**src/rtl/pong_pkg.sv**
```systemverilog
// pong_pkg: shared state encoding, score width and winner codes for the Pong game controller.
package pong_pkg;
   typedef enum logic [2:0] {
      IDLE   = 3'd0,
      SERVE  = 3'd1,
      PLAY   = 3'd2,
      POINT  = 3'd3,
      OVER   = 3'd4,
      PAUSED = 3'd5
   } state_t;
   localparam int SCORE_W = 4;
   localparam logic [1:0] WIN_NONE = 2'd0;
   localparam logic [1:0] WIN_P1   = 2'd1;
   localparam logic [1:0] WIN_P2   = 2'd2;
endpackage

```
**src/rtl/pong_game_ctrl_btn_sync_edge.sv**
```systemverilog
// btn_sync_edge: 2-flop synchronizer plus registered rising-edge detect; pulse is high 3 clk edges after btn rises.
module btn_sync_edge (
   input  logic clk,
   input  logic reset,
   input  logic btn,
   output logic pulse
);
   logic [2:0] sh;
   always_ff @(posedge clk or negedge reset)
      if (!reset) begin
         sh    <= '0;
         pulse <= 1'b0;
      end else begin
         sh    <= {sh[1:0], btn};
         pulse <= sh[1] & ~sh[2];
      end
endmodule

```
**src/rtl/pong_game_ctrl.sv**
```systemverilog
// pong_game_ctrl: Pong game-flow sequencer (serve, play, point freeze, scoring, winner).
// Defining PONG_PAUSE_EN adds a PAUSED state driven by the pause button.
module pong_game_ctrl
   import pong_pkg::*;
#(
   parameter int WIN_SCORE    = 7,
   parameter int SERVE_FRAMES = 60,
   parameter int POINT_FRAMES = 90
) (
   input  logic               clk,
   input  logic               reset,
   input  logic               refresh_tick,
   input  logic               start,
   input  logic               pause,
   input  logic               miss_left,
   input  logic               miss_right,
   output logic               paddle_en,
   output logic               ball_en,
   output logic               ball_rst,
   output logic               serve_dir,
   output logic [SCORE_W-1:0] score1,
   output logic [SCORE_W-1:0] score2,
   output logic               game_over,
   output logic [1:0]         winner,
   output logic [2:0]         state_o
);
   localparam int MAX_F = (SERVE_FRAMES > POINT_FRAMES) ? SERVE_FRAMES : POINT_FRAMES;
   localparam int FW = $clog2(MAX_F + 1);
   localparam logic [SCORE_W-1:0] WIN = SCORE_W'(WIN_SCORE);
   localparam logic [FW-1:0] SERVE_LAST = FW'(SERVE_FRAMES - 1);
   localparam logic [FW-1:0] POINT_LAST = FW'(POINT_FRAMES - 1);
   state_t state, state_n;
   logic [FW-1:0] cnt, cnt_n;
   logic [SCORE_W-1:0] s1_n, s2_n;
   logic dir_n;
   logic [1:0] win_n;
   logic start_p, pause_p;

   btn_sync_edge u_start (.clk(clk), .reset(reset), .btn(start), .pulse(start_p));
`ifdef PONG_PAUSE_EN
   state_t saved, saved_n;
   btn_sync_edge u_pause (.clk(clk), .reset(reset), .btn(pause), .pulse(pause_p));
   always_ff @(posedge clk or negedge reset)
      if (!reset) saved <= IDLE;
      else saved <= saved_n;
`else
   logic unused_pause;
   assign unused_pause = pause;
   assign pause_p = 1'b0;
`endif

   always_comb begin
      state_n = state;
      cnt_n   = cnt;
      s1_n    = score1;
      s2_n    = score2;
      dir_n   = serve_dir;
      win_n   = winner;
`ifdef PONG_PAUSE_EN
      saved_n = saved;
      if (pause_p && (state == SERVE || state == PLAY)) begin
         saved_n = state;
         state_n = PAUSED;
      end else
`endif
      case (state)
         IDLE, OVER: if (start_p) begin
            state_n = SERVE;
            cnt_n   = '0;
            s1_n    = '0;
            s2_n    = '0;
            dir_n   = 1'b1;
            win_n   = WIN_NONE;
         end
         SERVE: if (refresh_tick) begin
            state_n = (cnt == SERVE_LAST) ? PLAY : SERVE;
            cnt_n   = (cnt == SERVE_LAST) ? '0 : cnt + 1'b1;
         end
         PLAY: if (miss_left || miss_right) begin
            // miss_left has priority: a double miss awards only player 2
            if (miss_left) begin
               s2_n  = score2 + 1'b1;
               dir_n = 1'b0;
            end else begin
               s1_n  = score1 + 1'b1;
               dir_n = 1'b1;
            end
            state_n = (s1_n == WIN || s2_n == WIN) ? OVER : POINT;
            win_n   = (s2_n == WIN) ? WIN_P2 : (s1_n == WIN) ? WIN_P1 : WIN_NONE;
            cnt_n   = '0;
         end
         POINT: if (refresh_tick) begin
            state_n = (cnt == POINT_LAST) ? SERVE : POINT;
            cnt_n   = (cnt == POINT_LAST) ? '0 : cnt + 1'b1;
         end
`ifdef PONG_PAUSE_EN
         PAUSED: state_n = pause_p ? saved : PAUSED;
`endif
         default: begin
            state_n = IDLE;
            cnt_n   = '0;
         end
      endcase
   end

   // Outputs are registered from the next state so they move on the same edge as the state.
   always_ff @(posedge clk or negedge reset)
      if (!reset) begin
         state     <= IDLE;
         cnt       <= '0;
         score1    <= '0;
         score2    <= '0;
         serve_dir <= 1'b1;
         winner    <= WIN_NONE;
         paddle_en <= 1'b0;
         ball_en   <= 1'b0;
         ball_rst  <= 1'b1;
         game_over <= 1'b0;
      end else begin
         state     <= state_n;
         cnt       <= cnt_n;
         score1    <= s1_n;
         score2    <= s2_n;
         serve_dir <= dir_n;
         winner    <= win_n;
         paddle_en <= (state_n == SERVE) || (state_n == PLAY);
         ball_en   <= (state_n == PLAY);
         ball_rst  <= (state_n == PAUSED) ? ball_rst : (state_n != PLAY);
         game_over <= (state_n == OVER);
      end

   assign state_o = state;
endmodule
```
**config.mk**
```make
export PLATFORM = sky130hd
export DESIGN_NAME = pong_game_ctrl
export DESIGN_NICKNAME = d
export VERILOG_FILES = /design/src/rtl/pong_pkg.sv /design/src/rtl/pong_game_ctrl_btn_sync_edge.sv /design/src/rtl/pong_game_ctrl.sv
export SDC_FILE = /design/constraint.sdc
export NUM_CORES = 1
export LEC_CHECK = 0
export ABC_AREA = 0
export BUFFER_PORTS_ARGS = -buffer_cell sky130_fd_sc_hd__buf_2
export CORE_ASPECT_RATIO = 0.9
export CORE_MARGIN = 5
export CORE_UTILIZATION = 59
export CTS_CLUSTER_DIAMETER = 150
export DETAILED_ROUTE_END_ITERATION = 16
export GPL_ROUTABILITY_DRIVEN = 0
export PLACE_DENSITY_LB_ADDON = 0.15
export SLEW_MARGIN = 20
export SYNTH_ARGS = -nofsm -noshare
export SYNTH_HDL_FRONTEND = slang
export SYNTH_SLANG_ARGS = --single-unit
```
**constraint.sdc**
```tcl
create_clock -name clk -period 2.71 [get_ports clk]
set_clock_uncertainty 0.15 [all_clocks]
set_input_delay 0.4065 -clock clk [delete_from_list [all_inputs] [get_ports clk]]
set_output_delay 0.4065 -clock clk [all_outputs]
set_load 0.005 [all_outputs]
```
; Yosys cells after proc, flatten, opt, wreduce, memory -nomap -nowiden
; Index checks and enable logic that the tools add are counted.
[totals]
wordCells = 77
in_bits = 7
latchBits = 0
rom_bits = 0
memories = 0
ramBits = 0
regBits = 29
[op_classes]
shifts = 0
n_eq_ne = 17
mux = 35
n_bitwise = 2
multipliers = 0
n_addsub = 3
order_cmp = 0
div = 0
reduce_logical = 8
[op_table]
columns = op, count
row1 = 2-to-1 mux 7 bit, 6
row2 = 2-to-1 mux 4 bit, 9
row3 = one-hot mux 7 bit (4 select lines), 1
row4 = one-hot mux 4 bit (2 select lines), 2
row5 = 2-to-1 mux 3 bit, 5
row6 = one-hot mux 3 bit (4 select lines), 1
row7 = 2-to-1 mux 2 bit, 5
row8 = "== test 3 x 2 -> 1 bit, second input constant", 3
row9 = "== test 3 bit, second input constant", 3
row10 = "adder 4 x 1 -> 4 bit, second input constant", 2
row11 = "== test 4 x 3 -> 1 bit, second input constant", 2
row12 = "adder 7 x 1 -> 7 bit, second input constant", 1
row13 = "== test 7 x 6 -> 1 bit, second input constant", 1
row14 = "== test 7 bit, second input constant", 1
row15 = "== test 3 x 1 -> 1 bit, second input constant", 2
row16 = "inequality test 2 bit, second input constant", 3
row17 = 2-to-1 mux 1 bit, 4
row18 = one-hot mux 2 bit (2 select lines), 1
row19 = AND reduction 4 bit, 1
row20 = zero test 3 bit, 1
row21 = logical OR 1 bit, 3
row22 = "inequality test 3 x 2 -> 1 bit, second input constant", 1
row23 = AND reduction 3 bit, 1
row24 = "inequality test 2 x 1 -> 1 bit, second input constant", 1
row25 = 5 further kinds, 5

; Depth between registers and ports, before layout
; Gate-level depths: netlist (run 1).
[depth]
word_depth = 11
mapped_depth = 6
depth_no_buf = 6

; Hierarchy
; Synthesis (run 1) repeated with hierarchy kept, for this count alone.
[unflattened]
hier_cells = 151
hier_area_um2 = 1589.0
[modules_own_cells]
columns = module, n_inst, seq_area_each_um2, cells_each, area_per_inst_um2
row1 = pong_game_ctrl, 1, 628.1, 146, 1475.2
row2 = btn_sync_edge, 1, 100.1, 5, 113.9

; Worst setup path after synthesis (run 1)
; OpenSTA, ideal clock, no wires.
[synth_path]
path_type = reg2reg
start = register cnt[1]
end = register cnt[0]
t_arrival_ps = 1429
path_slack_ps = 1006
stages_incl_launch_ff = 7
setup_time_ps = 125
n_path_buf = 0
required_ps = 2435
path_cell_list = dfrtp_1 -> inv_1 -> ha_1 -> nand4b_1 -> a211oi_4 -> nor2_2 -> mux2_2
[synth_via]
elab_chain_cells = 4
elab_cells_between_ends = 7
[synth_rtl]
columns = item, line
row1 = from (decl), pong_game_ctrl.sv:33  ; logic [FW-1:0] cnt, cnt_n;
row2 = from (signal assigned), pong_game_ctrl.sv:121  ; cnt <= cnt_n;
row3 = == test 7 bit / == test 7 x 6 -> 1 bit (equally long branches), "pong_game_ctrl.sv:94, pong_game_ctrl.sv:77"
row4 = "2-to-1 mux 7 bit, on equally long branches", "pong_game_ctrl.sv:94, pong_game_ctrl.sv:77"
row5 = "2-to-1 mux 7 bit, on equally long branches", "pong_game_ctrl.sv:92, pong_game_ctrl.sv:75"
row6 = one-hot mux 7 bit (4 select lines) (*), pong_game_ctrl.sv:66  ; case (state)
; Every way passes the cells marked *; elsewhere a longest branch is shown, timed or not. The select of a mux whose other input is x is not followed.
; A chain may end at the register's enable or synchronous reset.

; Worst setup path in the final report (run 1)
[layout_path]
start = register score2[0]
end = register state[0], in the netlist state_o[0]
[layout_via]
elab_chain_cells = 9
[layout_rtl]
columns = item, line
row1 = from (decl), pong_game_ctrl.sv:22  ; output logic [SCORE_W-1:0] score2,
row2 = from (signal assigned), pong_game_ctrl.sv:123  ; score2 <= s2_n;
row3 = adder 4 x 1 -> 4 bit, pong_game_ctrl.sv:82  ; s2_n = score2 + 1'b1;
row4 = 2-to-1 mux 4 bit (*), pong_game_ctrl.sv:81  ; if (miss_left) begin
row5 = 2-to-1 mux 4 bit (*), pong_game_ctrl.sv:79  ; PLAY: if (miss_left || miss_right) begin
row6 = 2-to-1 mux 4 bit (*), pong_game_ctrl.sv:66
row7 = == test 4 x 3 -> 1 bit (*), pong_game_ctrl.sv:88  ; state_n = (s1_n == WIN || s2_n == WIN) ? OVER : POINT;
row8 = logical OR 1 bit (*), pong_game_ctrl.sv:88
row9 = 2-to-1 mux 3 bit (*), pong_game_ctrl.sv:88
row10 = 2-to-1 mux 3 bit (*), pong_game_ctrl.sv:79
row11 = one-hot mux 3 bit (4 select lines) (*), pong_game_ctrl.sv:66
row12 = via state_n[0], pong_game_ctrl.sv:32  ; state_t state, state_n;
row13 = to (signal assigned), pong_game_ctrl.sv:120  ; state <= state_n;
row14 = to (decl), pong_game_ctrl.sv:32
; Mark *: on every way through the listed nets, which the timed path passes. The rest lies on a longest branch. The select of a mux whose other input is x is not followed.

==> impl_metrics.csv, run 1 <==
group,metric,value,unit
outcome,status,"completed",
power_and_ir_drop,power_density,779.8,nW/µm²
timing,fmax,516.5,MHz
power_and_ir_drop,p_sw_share,36.87,%
layout,final_area,1692,µm²
layout,mostFrequentLayoutCells,"dfrtp_1, buf_2, o21ai_0",
logic_synthesis,synth_seq_area_share,48.22,%
drt,wl,3218,µm
layout,nFillCells,189,
logic_synthesis,synthesis.instances,143,
logic_synthesis,syn-cell-area,1510,µm²
power_and_ir_drop,peakVddDrop,707.9,µV
timing,setup_viol,0,
critical_path,start_kind,"flip-flop",
layout,multi_input_area,740.7,µm²
logic_synthesis,syn_avg_cell_area,10.56,µm²
floorplan,rows,17,
clock_tree,cts.htree.levels,2,
clock_tree,cts.path.max_buffers,2,
placed_design,io_buffer_count,23,
drt,vias,1251,
placed_design,placedInstanceArea,1630,µm²
logic_synthesis,synth_async_sr_flop_share,100.0,%
drt,wl_per_cell,16.34,µm
drt,drt_first_pass_iters,5,
critical_path,reg2reg_slack,770,ps
power_and_ir_drop,leakage,0.7993,nW
critical_path,criticalPathCategory,"reg2reg",
layout,area_growth,12.01,%
worst_hold_path,hp-class,"in2reg",
layout,layout_commonest_cell,"dfrtp_1",
placed_design,post-place-ws,823.5,ps
floorplan,initial_utilization,61.74,%
critical_path,end_kind,"flip-flop",
layout,layout-drive-gt1-share,24.26,%
power_and_ir_drop,p_sw,0.0004863,W
floorplan,die_h,58.00,µm
timing,layout_min_cycle_time,1936,ps
clock_tree,numCtsBuffers,5,
job,maxCapViolCount,0,
power_and_ir_drop,p_comb_share,30.5,%
floorplan,die-area,3673,µm²
timing,slew_headroom,58.71,%
clock_tree,clock_sinks,29,
layout,seq_area,728.2,µm²
clock_tree,clock_latency,340,ps
global_routing,grt_max_degree,30,
logic_synthesis,ys_types,50,
clock_tree,cts_root_buf,"clkbuf_4",
timing,tightest_slew,619.4,ps
floorplan,die_x,63.33,µm
logic_synthesis,synth_flop_cell,"dfrtp_1",
drt,ant_nets,0,
timing,slew_viol_final,0,
drt,drtIter0Drc,56,
clock_tree,cts_tree,"done",
logic_synthesis,ys_ff_latch,29,
placed_design,dp_hpwl,2308,µm
global_routing,grt_pass1_vias,1148,
timing,rsz0062_at_grt,"no",
global_routing,antenna_found_initial,0,
layout,fin_nets,179,
power_and_ir_drop,p_seq_share,50.5,%
global_routing,grt_pass1_wl,5292,µm
power_and_ir_drop,p_int,0.0008328,W
floorplan,core-area,2446,µm²
timing,hold_violations,0,
critical_path,worstPathArrival,1990,ps
timing,finalCritPeriodShare,71.44,%
global_routing,grtUsageTotal,18.73,%
drt,drc,0,
layout,diodes,0,
drt,vias_per_cell,6.350,
global_routing,grt_overflow,0,
floorplan,io_pins,25,
power_and_ir_drop,clockPowerShare,19.0,%
timing,fin_tns_setup,0,ps
clock_tree,cts.clk_slew.worst_paths,90,ps
critical_path,worstPathMaxFanout,6,
critical_path,worstPathRequired,2760,ps
timing,worst_slack,773.9,ps
logic_synthesis,ys.warnings.count,0,
logic_synthesis,synth_nets,154,
logic_synthesis,synth_edf_count,0,
through the flow:
step / hold slack [ps] / utilization (%) / std cells / power [W]
floorplan: -39.09 / - / 143 / 0.0009297
global placement: 196.5 / 66.65 / 188 / 0.001046
detailed placement: 191.7 / 66.65 / 188 / 0.001071
CTS: 7.508 / 69.16 / 197 / 0.001324
global route: 6.708 / 69.16 / 197 / 0.001417
finish: 13.19 / 69.16 / 197 / 0.001319
sequential cells by signal (all words and copies together), names as in the netlist:
name,flops
ball_en,1
ball_rst,1
cnt,7
game_over,1
paddle_en,1
score1,4
score2,4
serve_dir,1
state_o,3
u_start.pulse,1
u_start.sh,3
winner,2
cell usage after synthesis (3+ instances only):
| cell | count | area, µm² |
|---|---|---|
| dfrtp_1 | 27 | 675.7 |
| o21ai_0 | 15 | 75.07 |
| nand2_1 | 11 | 41.29 |
| nor2_1 | 7 | 26.28 |
| nand3_1 | 5 | 25.02 |
| o31ai_1 | 5 | 37.54 |
| a21oi_1 | 4 | 20.02 |
| a22o_1 | 4 | 35.03 |
| ha_1 | 4 | 50.05 |
| nor2b_1 | 4 | 25.02 |
| inv_1 | 3 | 11.26 |
| nand4b_1 | 3 | 26.28 |
| nor2_2 | 3 | 18.77 |
logic make-up after synthesis:
kind of cell | synth area share (%)
xor gates and xnor gates | 1.160
muxes | 1.740
DFF | 48.22
and+or+nand+nor | 21.04
buffers and inverters | 2.733
AOI/OAI and AO/OA | 21.79
adders and majority gates | 3.314
per-layer routing:
metal	routed length [µm]	share of wire, %	global-route usage (%)	up-vias
met2	1443	45	27.10	34
met3	219	6.8	9.109	8
met4	53	1.6	7.715	0
met5	0	0	0	-
li1	-	-	-	595
met1	1503	47	24.03	614
final cells by class:
type / instances / area share (%)
Clock inverter: 2 / 0.5917
Inverter: 3 / 0.6657
Multi-Input combinational cell: 105 / 43.79
Clock buffer: 6 / 2.441
Sequential cell: 29 / 43.05
Tap cell: 28 / 2.071
Timing Repair Buffer: 24 / 7.396
power by group through the flow:
stage	combinational (W)	clock [W]	sequential (W)
floorplan	0.000291	0	0.000639
global placement	0.000384	0	0.000661
detailed placement	0.000400	0	0.000672
CTS	0.000403	0.000257	0.000665
global route	0.000455	0.000276	0.000685
finish	0.000402	0.000251	0.000666
what timing repair did:
| action | 4_1_cts | 5_1_grt |
|---|---|---|
| endpoints found under the hold margin | 27 | 0 |
| gates resized for setup | 0 | 0 |
| setup buffers | 0 | 0 |
| hold buffers | 1 | 0 |
worst paths after layout:
check                                   start             to  depth (start not counted)
worst max register to register      score2[0]     state_o[0]                          5
max in group asynchronous               reset      score1[3]                          2
min in group asynchronous               reset         cnt[2]                          2
worst min register to register  u_start.sh[0]  u_start.sh[1]                          0
worst max-delay path                score2[0]     state_o[0]                          5
worst min-delay path                    start  u_start.sh[0]                          1
worst max-delay path: stages, from the launching register on:
cell,delay (ps)
dfrtp_1,460
ha_1,330
nand4bb_1,110
o22ai_1,330
nand2b_1,260
o221ai_1,160
Note: power is estimated with default switching activity, not from simulation.
==> inputs of run 2 (changes only) <==
--- a/config.mk
+++ b/config.mk
@@ -5,11 +5,11 @@
 export SDC_FILE = /design/constraint.sdc
 export NUM_CORES = 1
 export LEC_CHECK = 0
-export ABC_AREA = 0
+export ABC_AREA = 1
 export BUFFER_PORTS_ARGS = -buffer_cell sky130_fd_sc_hd__buf_2
 export CORE_ASPECT_RATIO = 0.9
 export CORE_MARGIN = 5
-export CORE_UTILIZATION = 59
+export CORE_UTILIZATION = 49
 export CTS_CLUSTER_DIAMETER = 150
 export DETAILED_ROUTE_END_ITERATION = 16
 export GPL_ROUTABILITY_DRIVEN = 0
==> constraint.sdc (replaced) <==
create_clock -name clk -period 1.7 [get_ports clk]
set_clock_uncertainty 0.15 [all_clocks]
set_input_delay 0.255 -clock clk [delete_from_list [all_inputs] [get_ports clk]]
set_output_delay 0.255 -clock clk [all_outputs]
set_load 0.005 [all_outputs]
==> run 2 against run 1 <==
  * Synthesized area decreased by 0.50%
  * Combinational power decreased by 22%
  * Worst setup slack got worse by 690 ps
  * Die area increased by 16%
  * Via count increased by 4.7%
  * First-iteration DRC count decreased by 20%
  * Worst hold slack improved by 170 ps
  * Final area increased by 15%
  * Clock power increased by 74%
  * Maximum frequency increased by 20%
  * Critical path type unchanged
  * Utilization decreased by 4.4 points
==> impl_metrics.csv, run 2 <==
group,metric,value,unit
outcome,status,"completed",
critical_path,worstPathArrival,1690,ps
critical_path,criticalPathCategory,"reg2reg",
floorplan,rows,19,
drt,drc,0,
job,maxCapViolCount,0,
critical_path,worstPathMaxFanout,4,
critical_path,worstPathRequired,1770,ps
layout,diodes,0,
placed_design,io_buffer_count,23,
timing,slew_headroom,57.51,%
timing,hold_violations,0,
timing,layout_min_cycle_time,1617,ps
logic_synthesis,synth_top_area_share,44.96,%
drt,vias_per_cell,4.852,
logic_synthesis,synth_edf_count,0,
logic_synthesis,yosys.area.top_type,"dfrtp_1",
layout,layout_commonest_cell,"nand2_1",
drt,wl_per_cell,11.97,µm
drt,ant_nets,0,
layout,fin_nets,238,
logic_synthesis,synth_seq_area_share,48.46,%
logic_synthesis,ys_types,24,
logic_synthesis,syn_avg_cell_area,8.302,µm²
drt,wl,3233,µm
logic_synthesis,post-synth-top-count-cell,"nand2_1",
floorplan,initial_utilization,50.17,%
worst_hold_path,hp-class,"in2reg",
critical_path,reg2reg_slack,80,ps
floorplan,core-area,2995,µm²
global_routing,grt_max_degree,30,
clock_tree,cts.path.max_buffers,2,
layout,largest-register,"cnt",
timing,rsz0062_at_grt,"yes",
drt,vias,1310,
timing,finalCritPeriodShare,95.14,%
logic_synthesis,ys.warnings.count,0,
clock_tree,cts_root_buf,"clkbuf_4",
floorplan,die_x,68.38,µm
layout,area_growth,29.06,%
timing,tightest_slew,637.3,ps
global_routing,grt_overflow,0,
global_routing,grt_pass1_vias,1255,
power_and_ir_drop,peakVddDrop,531.5,µV
global_routing,grtUsageTotal,16.97,%
timing,setup_viol,0,
layout,layout-drive-gt1-share,35.53,%
clock_tree,cts.htree.levels,2,
clock_tree,numCtsBuffers,5,
clock_tree,cts_tree,"done",
drt,drt_first_pass_iters,5,
logic_synthesis,syn-cell-area,1503,µm²
clock_tree,cts.clk_slew.worst_paths,90,ps
global_routing,grt_pass1_wl,5499,µm
layout,mostFrequentLayoutCells,"nand2_1, dfrtp_1, inv_1",
logic_synthesis,synth_async_sr_flop_share,100.0,%
drt,drtIter0Drc,45,
power_and_ir_drop,leakage,0.9877,nW
critical_path,start_kind,"flip-flop",
logic_synthesis,synthTopCellsByCount,"nand2_1, dfrtp_1, inv_1",
floorplan,io_pins,25,
timing,fin_tns_setup,0,ps
critical_path,end_kind,"flip-flop",
power_and_ir_drop,power_density,818.7,nW/µm²
floorplan,die_h,62.54,µm
logic_synthesis,synth_flop_cell,"dfrtp_1",
logic_synthesis,synth_nets,192,
layout,top_regs,"cnt (7), score1 (4), score2 (4)",
floorplan,die-area,4276,µm²
layout,largest_reg_flops,7,
clock_tree,clock_latency,330,ps
logic_synthesis,synthesis.instances,181,
timing,slew_viol_final,0,
logic_synthesis,ys_top_cells_by_area,"dfrtp_1, nand2_1, inv_1, o22ai_1, dfstp_2",
placed_design,dp_hpwl,2365,µm
timing,fmax,618.3,MHz
power_and_ir_drop,total_power,0.001588,W
logic_synthesis,ys_ff_latch,29,
global_routing,antenna_found_initial,0,
clock_tree,clock_sinks,29,
-- run 2: changes by cell type after synthesis, sizes merged, moves of 3 or more --
cell    previous run  this run
a22o               4         0
buf                4         1
inv                3        29
nand2             11        53
nand3              5        14
nand4b             3         0
nor2              10        19
nor2b              4         0
nor3b              3         0
o21ai             17         8
o22ai              1         9
o31ai              6         1
xor2               1         4
-- run 2: final timing paths --
| kind | from | end | depth (start not counted) |
|---|---|---|---|
| hold / removal | refresh_tick | ball_rst | 4 |
| setup reg to reg | score2[0] | paddle_en | 10 |
| max in group asynchronous | reset | cnt[0] | 2 |
| setup / recovery | score2[0] | paddle_en | 10 |
| min in group asynchronous | reset | score1[1] | 2 |
| hold reg to reg | u_start.sh[0] | u_start.sh[1] | 0 |
-- run 2: layout make-up --
cell class	instances	area, µm²
Fill cell	282	1056
Multi-Input combinational cell	122	738.2
Sequential cell	29	729.5
Timing Repair Buffer	40	251.5
Inverter	29	108.9
Clock buffer	8	58.81
Tap cell	42	52.55
-- run 2: worst max-delay path, cell delays in order, from the launching register on --
cell and delay [ps]:
dfrtp_1 420, ha_4 280, nand2_2 40, nand2_2 60, nand2_2 50, nor2_2 100
nand2_2 90, nand3_2 90, nand2_2 80, nand3_2 80, nand2_1 50
-- run 2: logic make-up (layout without fill, tap and decap cells) --
| kind of cell | count (synthesis) | after routing | share of synthesized area, % |
|---|---|---|---|
| adder cells (fa/ha/maj) | 4 | 4 | 3.331 |
| buffers and inverters | 30 | 77 | 7.994 |
| AND/OR/NAND/NOR | 91 | 91 | 28.98 |
| XOR/XNOR | 4 | 4 | 2.331 |
| AO/OA/AOI/OAI | 23 | 23 | 8.909 |
| flip-flops | 29 | 29 | 48.46 |
-- run 2: stage by stage --
stage	worst slack (ps)	cells	hold slack, ps	util (%)	instance area [µm²]
after global placement	49.96	253	157.0	57.39	1719
after floorplan	140.4	181	-190.6	-	1503
final	82.58	270	184.5	64.75	1939
after CTS	18.15	263	155.1	60.19	1803
after detailed placement	-3.945	253	167.9	57.39	1719
after global routing	-48.69	270	184.4	64.75	1939
-- run 2: repair_timing --
| item | CTS | global route |
|---|---|---|
| resized for setup | 1 | 25 |
| setup buffers | 0 | 7 |
| hold buffers | 2 | 0 |
| pin swaps | 0 | 15 |
| endpoints found under the setup margin | 2 | 13 |
| hold endpoints to repair | 28 | 0 |
| gates cloned | 0 | 0 |
-- run 2: routing by layer --
layer  global-route usage, %  wire length (µm)
met1                   21.30              1374
met2                   26.35              1632
met3                   5.036               147
met5                       0                 0
met4                   7.692                78
-- run 2: power by group --
group          internal, W  switching (W)
clock             0.000204       0.000232
sequential        0.000763      0.0000739
combinational     0.000129       0.000186
==> inputs of run 3 (changes only) <==
--- a/config.mk
+++ b/config.mk
@@ -5,11 +5,11 @@
 export SDC_FILE = /design/constraint.sdc
 export NUM_CORES = 1
 export LEC_CHECK = 0
-export ABC_AREA = 1
+export ABC_AREA = 0
 export BUFFER_PORTS_ARGS = -buffer_cell sky130_fd_sc_hd__buf_2
 export CORE_ASPECT_RATIO = 0.9
 export CORE_MARGIN = 5
-export CORE_UTILIZATION = 49
+export CORE_UTILIZATION = 50
 export CTS_CLUSTER_DIAMETER = 150
 export DETAILED_ROUTE_END_ITERATION = 16
 export GPL_ROUTABILITY_DRIVEN = 0
==> constraint.sdc (replaced) <==
create_clock -name clk -period 1.7 [get_ports clk]
set_clock_uncertainty 0.15 [all_clocks]
set_input_delay 0.17 -clock clk [delete_from_list [all_inputs] [get_ports clk]]
set_output_delay 0.17 -clock clk [all_outputs]
set_load 0.005 [all_outputs]
==> run 3 against run 2 <==
  * The run now ends with negative setup slack left
  * Die area decreased by 1.3%
  * Non-clock buffer count increased by 8
  * Routed wire length increased by 15%
  * Clock power decreased by 0.9%
  * Largest power group is now combinational cells
  * Via count increased by 3.4%
  * Flip-flop and latch count unchanged
  * Critical path depth decreased by 3
  * Sequential share of layout area decreased by 2.0 points
  * Global-route usage increased by 2.6 points
  * Maximum frequency decreased by 11%
  * Worst hold slack got worse by 160 ps
==> impl_metrics.csv, run 3 (synthesis gave the netlist of run 1 again) <==
group,metric,value,unit
outcome,status,"finished with violations",
outcome,violations,"negative setup slack",
critical_path,reg2reg_slack,-110,ps
timing,rsz0062_at_grt,"yes",
timing,tightest_slew,631.4,ps
clock_tree,numCtsBuffers,5,
drt,drtIter0Drc,83,
power_and_ir_drop,leakage,0.9220,nW
clock_tree,cts.path.max_buffers,2,
critical_path,critPathLaunch,"cnt[1]",
floorplan,io_pins,25,
power_and_ir_drop,p_sw_share,35.39,%
critical_path,r2r_cells,7,
power_and_ir_drop,peakVddDrop,731.7,µV
critical_path,worstPathRequired,1770,ps
global_routing,grt_max_degree,30,
floorplan,die_h,62.14,µm
power_and_ir_drop,p_comb_share,41.9,%
global_routing,grt_pass1_wl,6334,µm
layout,fin_nets,203,
power_and_ir_drop,p_seq_share,41.0,%
timing,finalCritPeriodShare,106.6,%
clock_tree,cts_tree,"done",
global_routing,grtUsageTotal,19.62,%
drt,drt_first_pass_iters,5,
layout,area_growth,35.71,%
timing,layout_min_cycle_time,1812,ps
power_and_ir_drop,total_power,0.002524,W
clock_tree,clock_latency,330,ps
global_routing,grt_pass1_vias,1366,
layout,mostFrequentLayoutCells,"dfrtp_1, buf_2, buf_4",
layout,diodes,0,
critical_path,rr_startpoint,"cnt[1]",
critical_path,criticalPathCategory,"reg2reg",
layout,post-route-util,68.97,%
timing,slew_headroom,57.91,%
layout,largest_reg_flops,7,
job,maxCapViolCount,0,
floorplan,rows,19,
drt,wl,3716,µm
critical_path,worstPathArrival,1880,ps
power_and_ir_drop,power_density,1232,nW/µm²
critical_path,end_kind,"flip-flop",
power_and_ir_drop,p_sw,0.0008934,W
power_and_ir_drop,clockPowerShare,17.1,%
placed_design,dp_hpwl,2528,µm
global_routing,antenna_found_initial,0,
timing,setup_viol,6,
placed_design,io_buffer_count,23,
worst_hold_path,hp-class,"in2reg",
drt,vias,1354,
drt,drc,0,
floorplan,initial_utilization,50.82,%
floorplan,die_x,67.93,µm
drt,ant_nets,0,
timing,fmax,551.9,MHz
timing,hold_violations,0,
global_routing,grt_overflow,0,
clock_tree,cts.clk_slew.worst_paths,90,ps
timing,worst_slack,-111.8,ps
critical_path,reg2reg_to,"cnt[0]",
power_and_ir_drop,p_int,0.001631,W
drt,vias_per_cell,5.762,
critical_path,crit_end,"cnt[0]",
timing,holdWs,28.45,ps
layout,layout_commonest_cell,"dfrtp_1",
clock_tree,cts_root_buf,"clkbuf_4",
drt,wl_per_cell,15.81,µm
clock_tree,clock_sinks,29,
clock_tree,cts.htree.levels,2,
layout,largest-register,"cnt",
layout,layout-drive-gt1-share,42.49,%
timing,slew_viol_final,0,
floorplan,core-area,2972,µm²
critical_path,worstPathMaxFanout,4,
layout,top_regs,"cnt (7), score1 (4), score2 (4)",
floorplan,die-area,4221,µm²
critical_path,start_kind,"flip-flop",
## run 3: changes by cell type in the layout (fill, tap and decap cells not counted), sizes merged, moves of 9 or more
cell   previous run  this run
o21ai             8        17
nand2            53        11
nor2             19        10
nand3            14         5
inv              29         3
## run 3: worst min-delay path by stage
| stage | from | end | cells after the start |
|---|---|---|---|
| 6_report | miss_right | serve_dir | 3 |
| 5_1_grt | miss_right | serve_dir | 3 |
| 4_1_cts | miss_right | serve_dir | 3 |
| 3_5_place_dp | reset | cnt[5] | 1 |
| 3_3_place_gp | reset | cnt[5] | 1 |
| 2_1_floorplan | reset | ball_en | 0 |
## run 3: cell type report
| class | count | area [µm²] |
|---|---|---|
| multi-input combinational | 105 | 873.3 |
| inverter | 3 | 11.26 |
| sequential | 29 | 730.7 |
| fill | 229 | 922.1 |
| clock buffer | 8 | 58.81 |
| timing repair buffer | 48 | 322.8 |
| tap | 42 | 52.55 |
## run 3: worst max-delay path: stages (launching register included)
cell,delay [ps]
dfrtp_1,430
inv_1,70
ha_2,170
nand4b_1,140
a211oi_4,270
buf_6,160
nor2_4,50
mux2_2,260
## run 3: power groups by stage
| stage | clock, W | combinational, W | sequential [W] |
|---|---|---|---|
| floorplan | 0 | 0.000464 | 0.00102 |
| global placement | 0 | 0.000820 | 0.000991 |
| detailed placement | 0 | 0.000858 | 0.000997 |
| CTS | 0.000444 | 0.000973 | 0.00101 |
| global route | 0.000484 | 0.00116 | 0.00105 |
| finish | 0.000432 | 0.00106 | 0.00103 |
## run 3: what timing repair did
item	4_1_cts	5_1_grt
pin swaps	9	5
endpoints found under the hold margin	28	0
setup buffers	7	0
hold buffers	2	0
cloned	0	0
resized for setup	12	15
endpoints found under the setup margin	11	20
## run 3: per-stage QoR
step | std cells | setup WS, ps | instance area, µm² | setup TNS, ps
final | 235 | -111.8 | 2049 | -369.2
after global routing | 235 | -182.9 | 2049 | -1058
after CTS | 235 | -81.71 | 1968 | -584.1
after detailed placement | 218 | -164.0 | 1768 | -880.8
after global placement | 218 | -90.16 | 1768 | -361.1
after floorplan | 143 | -4.012 | 1510 | -8.805
## run 3: per-layer routing
layer,share of wire [%],vias up,global-route usage (%)
li1,-,636,-
met4,2.0,0,9.429
met5,0,-,0
met2,46,46,28.76
met1,45,663,26.79
met3,6.7,9,4.685
